**config.mk**
```make
export PLATFORM = sky130hd
export DESIGN_NAME = fpu_cmp_minmax
export DESIGN_NICKNAME = d
export VERILOG_FILES = /design/src/rtl/fpu_cmp_minmax.sv
export SDC_FILE = /design/constraint.sdc
export NUM_CORES = 1
export LEC_CHECK = 0
export ABC_CLOCK_PERIOD_IN_PS = 3580
export CAP_MARGIN = 40
export CORE_ASPECT_RATIO = 1.25
export CORE_MARGIN = 1
export CORE_UTILIZATION = 41
export CTS_BUF_LIST = sky130_fd_sc_hd__clkbuf_16
export DETAILED_ROUTE_END_ITERATION = 10
export GPL_TIMING_DRIVEN = 0
export PLACE_DENSITY = 0.67
export SLEW_MARGIN = 20
export SYNTH_ARGS = -nofsm -noshare
export SYNTH_HDL_FRONTEND = slang
export SYNTH_SLANG_ARGS = --single-unit
```
**constraint.sdc**
```tcl
create_clock -name clk -period 3.58 [get_ports clk]
set_clock_uncertainty 0.05 [all_clocks]
set_input_delay 0.358 -clock clk [delete_from_list [all_inputs] [get_ports clk]]
set_output_delay 0.358 -clock clk [all_outputs]
set_load 0.05 [all_outputs]
```
**src/rtl/fpu_cmp_minmax.sv**
```systemverilog
// Two-stage FEQ/FLT/FLE/FMIN/FMAX unit for single precision with RISC-V NaN and signed-zero rules.
// S1 captures operands and class vectors; S2 registers result, nv and out_valid.
module fpu_cmp_minmax #(
    parameter logic [31:0] CANON_NAN = 32'h7FC00000
) (
    input  logic        clk,
    input  logic        rst_n,
    input  logic        in_valid,
    output logic        in_ready,
    input  logic [2:0]  op,
    input  logic [31:0] rs1,
    input  logic [31:0] rs2,
    input  logic [9:0]  cls1,
    input  logic [9:0]  cls2,
    output logic        out_valid,
    input  logic        out_ready,
    output logic [31:0] result,
    output logic        nv,
    output logic        nv_acc,
    input  logic        nv_clr
);

    localparam logic [2:0] OpFeq  = 3'd0;
    localparam logic [2:0] OpFlt  = 3'd1;
    localparam logic [2:0] OpFle  = 3'd2;
    localparam logic [2:0] OpFmin = 3'd3;
    localparam logic [2:0] OpFmax = 3'd4;

    logic        s1_valid;
    logic [2:0]  s1_op;
    logic [31:0] s1_a, s1_b;
    logic [9:0]  s1_cls1, s1_cls2;

    logic advance, accept;
    assign advance  = ~out_valid | out_ready;
    assign in_ready = ~s1_valid | advance;
    assign accept   = in_valid & in_ready;

    always_ff @(posedge clk or negedge rst_n) begin
        if (!rst_n) begin
            s1_valid <= 1'b0;
            s1_op    <= 3'd0;
            s1_a     <= 32'd0;
            s1_b     <= 32'd0;
            s1_cls1  <= 10'd0;
            s1_cls2  <= 10'd0;
        end else begin
            if (accept) begin
                s1_valid <= 1'b1;
                s1_op    <= op;
                s1_a     <= rs1;
                s1_b     <= rs2;
                s1_cls1  <= cls1;
                s1_cls2  <= cls2;
            end else if (advance) begin
                s1_valid <= 1'b0;
            end
        end
    end

    logic nan1, nan2, snan1, snan2, zero1, zero2;
    logic any_nan, any_snan, both_zero;
    logic sa, sb, mag_lt, mag_eq, mag_gt, same;
    logic a_lt_b, b_lt_a;
    logic [31:0] res_d;
    logic        nv_d;

    assign nan1      = s1_cls1[8] | s1_cls1[9];
    assign nan2      = s1_cls2[8] | s1_cls2[9];
    assign snan1     = s1_cls1[8];
    assign snan2     = s1_cls2[8];
    assign zero1     = s1_cls1[3] | s1_cls1[4];
    assign zero2     = s1_cls2[3] | s1_cls2[4];
    assign any_nan   = nan1 | nan2;
    assign any_snan  = snan1 | snan2;
    assign both_zero = zero1 & zero2;

    assign sa     = s1_a[31];
    assign sb     = s1_b[31];
    assign mag_lt = s1_a[30:0] < s1_b[30:0];
    assign mag_eq = s1_a[30:0] == s1_b[30:0];
    assign mag_gt = ~mag_lt & ~mag_eq;
    assign same   = (sa == sb) & mag_eq;

    // Strict total order with -0 < +0; compare ops mask the zero case separately.
    assign a_lt_b = (sa != sb) ? sa : (sa ? mag_gt : mag_lt);
    assign b_lt_a = (sa != sb) ? sb : (sa ? mag_lt : mag_gt);

    logic unused_cls;
    assign unused_cls = ^{s1_cls1[7:5], s1_cls1[2:0], s1_cls2[7:5], s1_cls2[2:0]};

    always_comb begin
        res_d = 32'd0;
        nv_d  = 1'b0;
        case (s1_op)
            OpFeq: begin
                res_d = {31'd0, ~any_nan & (both_zero | same)};
                nv_d  = any_snan;
            end
            OpFlt: begin
                res_d = {31'd0, ~any_nan & ~both_zero & a_lt_b};
                nv_d  = any_nan;
            end
            OpFle: begin
                res_d = {31'd0, ~any_nan & (both_zero | same | a_lt_b)};
                nv_d  = any_nan;
            end
            OpFmin, OpFmax: begin
                nv_d = any_snan;
                if (nan1 & nan2) begin
                    res_d = CANON_NAN;
                end else if (nan1) begin
                    res_d = s1_b;
                end else if (nan2) begin
                    res_d = s1_a;
                end else if (s1_op == OpFmin) begin
                    res_d = b_lt_a ? s1_b : s1_a;
                end else begin
                    res_d = a_lt_b ? s1_b : s1_a;
                end
            end
            default: begin
                res_d = 32'd0;
                nv_d  = 1'b0;
            end
        endcase
    end

    always_ff @(posedge clk or negedge rst_n) begin
        if (!rst_n) begin
            out_valid <= 1'b0;
            result    <= 32'd0;
            nv        <= 1'b0;
        end else if (advance) begin
            out_valid <= s1_valid;
            if (s1_valid) begin
                result <= res_d;
                nv     <= nv_d;
            end
        end
    end

    // Set has priority so an invalid raised in the clearing cycle is not lost.
    always_ff @(posedge clk or negedge rst_n) begin
        if (!rst_n) begin
            nv_acc <= 1'b0;
        end else if (out_valid & out_ready & nv) begin
            nv_acc <= 1'b1;
        end else if (nv_clr) begin
            nv_acc <= 1'b0;
        end
    end

endmodule
```
==> results_dict.tcl, run 1 <==
set metrics [dict create \
    timing_max_transition_violations_final 0 \
    dr.pass1.iters 4 \
    p_per_area_nw_per_um2 526 \
    cts-htree-levels 3 \
    clock_path_buffers 2 \
    grt_pass1_wl_um 23700 \
    grt-ovfl-total 0 \
    synthCells 521 \
    dp_hpwl_um 11000 \
    coreArea_um2 13800 \
    syn_nets 646 \
    rrSetupSlack_ns 0.25 \
    cp-startpoint "s1_b[26]" \
    required_ns 3.82 \
    cts-root-buf "clkbuf_16" \
    peakVddDrop_mv 0.246 \
    arrival_ns 3.57 \
    rsz0062_at_grt "false" \
    synth.distinct_cells 48 \
    min_period_over_period_pct 93.1 \
    outcome "finished, final reports clean" \
    layout_common_cells "114 x clkdlybuf4s50_1, 111 x dfrtp_1, 76 x mux2_2" \
    grt_pass1_vias 4696 \
    r2r-end "result[16]" \
    max_freq_mhz 300 \
    finalSetupViolCount 0 \
    path_class "reg -> reg" \
    synth_seq_cells 111 \
    n_antenna_cell 0 \
    grt_max_degree 76 \
    ios 128 \
    rr_startpoint "s1_b[26]" \
    dp.cells 812 \
    port_buffers 115 \
    vias_per_cell 5.40 \
    tns_ns 0 \
    drt_iter0_drc 178 \
    stdcell_area_um2 7510 \
    layout_commonest_cell "clkdlybuf4s50_1" \
    nNetsFinal 774 \
    initial_core_util_pct 41.9 \
    die_width_um 108 \
    crit_end "result[16]" \
    crit_path_end_kind "flip-flop" \
    place_area_um2 7180 \
    die_h_um 135 \
    grt.total_usage_pct 21.5 \
    worstMarginPinSlew_ns 0.670 \
    cp_max_fo 9 \
    leakage_nw 3.23 \
    gp_congestion 0.845 \
    cts_tree "yes" \
    fin_ws_ns 0.249 \
    antenna_found_initial 0 \
    clkTransAtPathRegs_ns 0.07 \
    rows 48 \
    place_ws_ns 0.194 \
    num_vias 4474 \
    synth_area_per_cell_um2 11.1 \
    cts_buffers 9 \
    period_minus_slack_ns 3.33 \
    yosysWarnings 0 \
    drc 0 \
    clock-sinks 111 \
    area_growth_pct 29.9 \
    postRouteAntennaNets 0 \
    reg2reg_depth 11 \
    syn_area_um2 5780 \
    drive_gt1_share_pct 18.0 \
    avgRoutedWirePerCell_um 17.9 \
    stdcell_count 829 \
    yosysSeqAreaShare_pct 48.0 \
    cap_violations 0 \
    hold_class "in -> async" \
    critPathLaunchType "flip-flop" \
    clock_latency_ns 0.35 \
    hold_violations 0 \
    wirelength_um 14900 \
    relSlewSlack_pct 55.4 \
    die_area_um2 14600 \
]
-- synth_stat cells (all sizes together) --
cell type    n  share of area, %
a21oi       21               1.8
a31oi        1              0.11
clkbuf      19               1.2
a221o       17               3.1
nand3        7              0.61
nor2        34               2.2
or3          2              0.22
nand2       41               2.7
and3         1              0.11
a41o         1              0.17
a21o         2              0.26
o22ai        1              0.11
a21boi       2              0.26
ha          33               7.1
o31ai       12               1.6
nor4         4               1.1
o2111ai      1              0.15
o21a         1              0.13
mux2i        1              0.17
inv         35               2.3
dfrtp      111                48
o21ai       18               1.6
nand2b       4              0.43
a211oi       8               1.3
mux2        76                15
o31a         1              0.15
and2        11               1.2
or2          3              0.32
o41ai        1              0.48
a32oi        1              0.15
a22o         2              0.30
buf          8              0.87
nand4        6              0.91
nand3b       3              0.39
o32a         1              0.17
nor3        19               1.7
o221ai      12               1.8
-- cell type report --
cell class / count / area (µm²)
Buffer: 27 / 121
Clock buffer: 9 / 225
Clock inverter: 7 / 87.6
Fill cell: 1249 / 6300
Inverter: 35 / 131
Multi-Input combinational cell: 348 / 2760
Sequential cell: 111 / 2780
Tap cell: 175 / 219
Timing Repair Buffer: 117 / 1190
-- per-layer routing --
metal / track usage, % / share of wire (%) / vias up
met3: 3.57 / 4.9 / 22
met2: 36.9 / 51 / 115
met4: 8.52 / 2.1 / 0
li1: - / - / 2144
met5: 0 / 0 / -
met1: 26.6 / 42 / 2193
-- flip-flops by register name, indices dropped and copies added (netlist names), 3 cells and up --
| name | flops |
|---|---|
| s1_a | 32 |
| s1_cls2 | 4 |
| s1_cls1 | 4 |
| result | 32 |
| s1_op | 3 |
| s1_b | 32 |
-- repair_timing --
item,CTS,global route
hold endpoints to repair,36,0
setup endpoints to repair,0,10
hold buffers,1,0
setup buffers,0,0
gates resized for setup,0,1
-- how the worst min path moves through the flow --
stage,from,endpoint,slack [ns],cells past startpoint
after floorplan,rst_n,nv,0.01,0
after global placement,result[18],result[18],0.41,2
after detailed placement,rst_n,s1_a[9],0.24,1
after CTS,rst_n,s1_a[9],0.42,2
after global routing,result[9],result[9],0.45,2
final,rst_n,s1_a[9],0.42,2
-- through the flow --
stage	power [mW]	hold slack [ns]	utilization, %
floorplan	2.44	0.0124	-
global placement	2.87	0.413	51.8
detailed placement	2.91	0.237	52.0
CTS	3.99	0.419	54.3
global route	4.16	0.450	54.4
finish	3.95	0.420	54.4
-- worst max-delay path: stages (launching register included) --
cell,delay (ns)
dfrtp_1,0.41
inv_1,0.06
ha_1,0.31
nand4_1,0.24
nor4_4,0.48
o41ai_4,0.19
a211oi_1,0.30
o21ai_1,0.13
and2_1,0.17
buf_6,0.14
a211oi_4,0.52
a221o_2,0.26
-- cell families (layout without fill, tap and decap cells) --
| family | count (synthesis) | after routing | synth area share (%) |
|---|---|---|---|
| AND/OR/NAND/NOR | 135 | 135 | 11.8 |
| buffers and inverters | 62 | 195 | 4.37 |
| multiplexers | 77 | 77 | 15.0 |
| AO/OA/AOI/OAI | 103 | 103 | 13.7 |
| adder cells (fa/ha/maj) | 33 | 33 | 7.14 |
| flip-flops | 111 | 111 | 48.0 |
-- where the power goes --
part           switching [mW]  internal, mW  total (mW)
logic                   0.738         0.542        1.28
registers               0.162          1.44        1.61
clock network           0.458         0.609        1.07
total                    1.36          2.59        3.95
No activity file was read; power rests on OpenSTA's default activity.
==> run 2, diff against run 1 <==
- TNS_END_PERCENT: not set -> 1
==> results of run 2 <==
No change in the layout: final DEF, timing and power equal those of run 1.
==> run 3, diff against run 2 <==
- CTS_CLUSTER_SIZE: not set -> 8
==> results of run 3 <==
No change in the layout: final DEF, timing and power equal those of run 1.
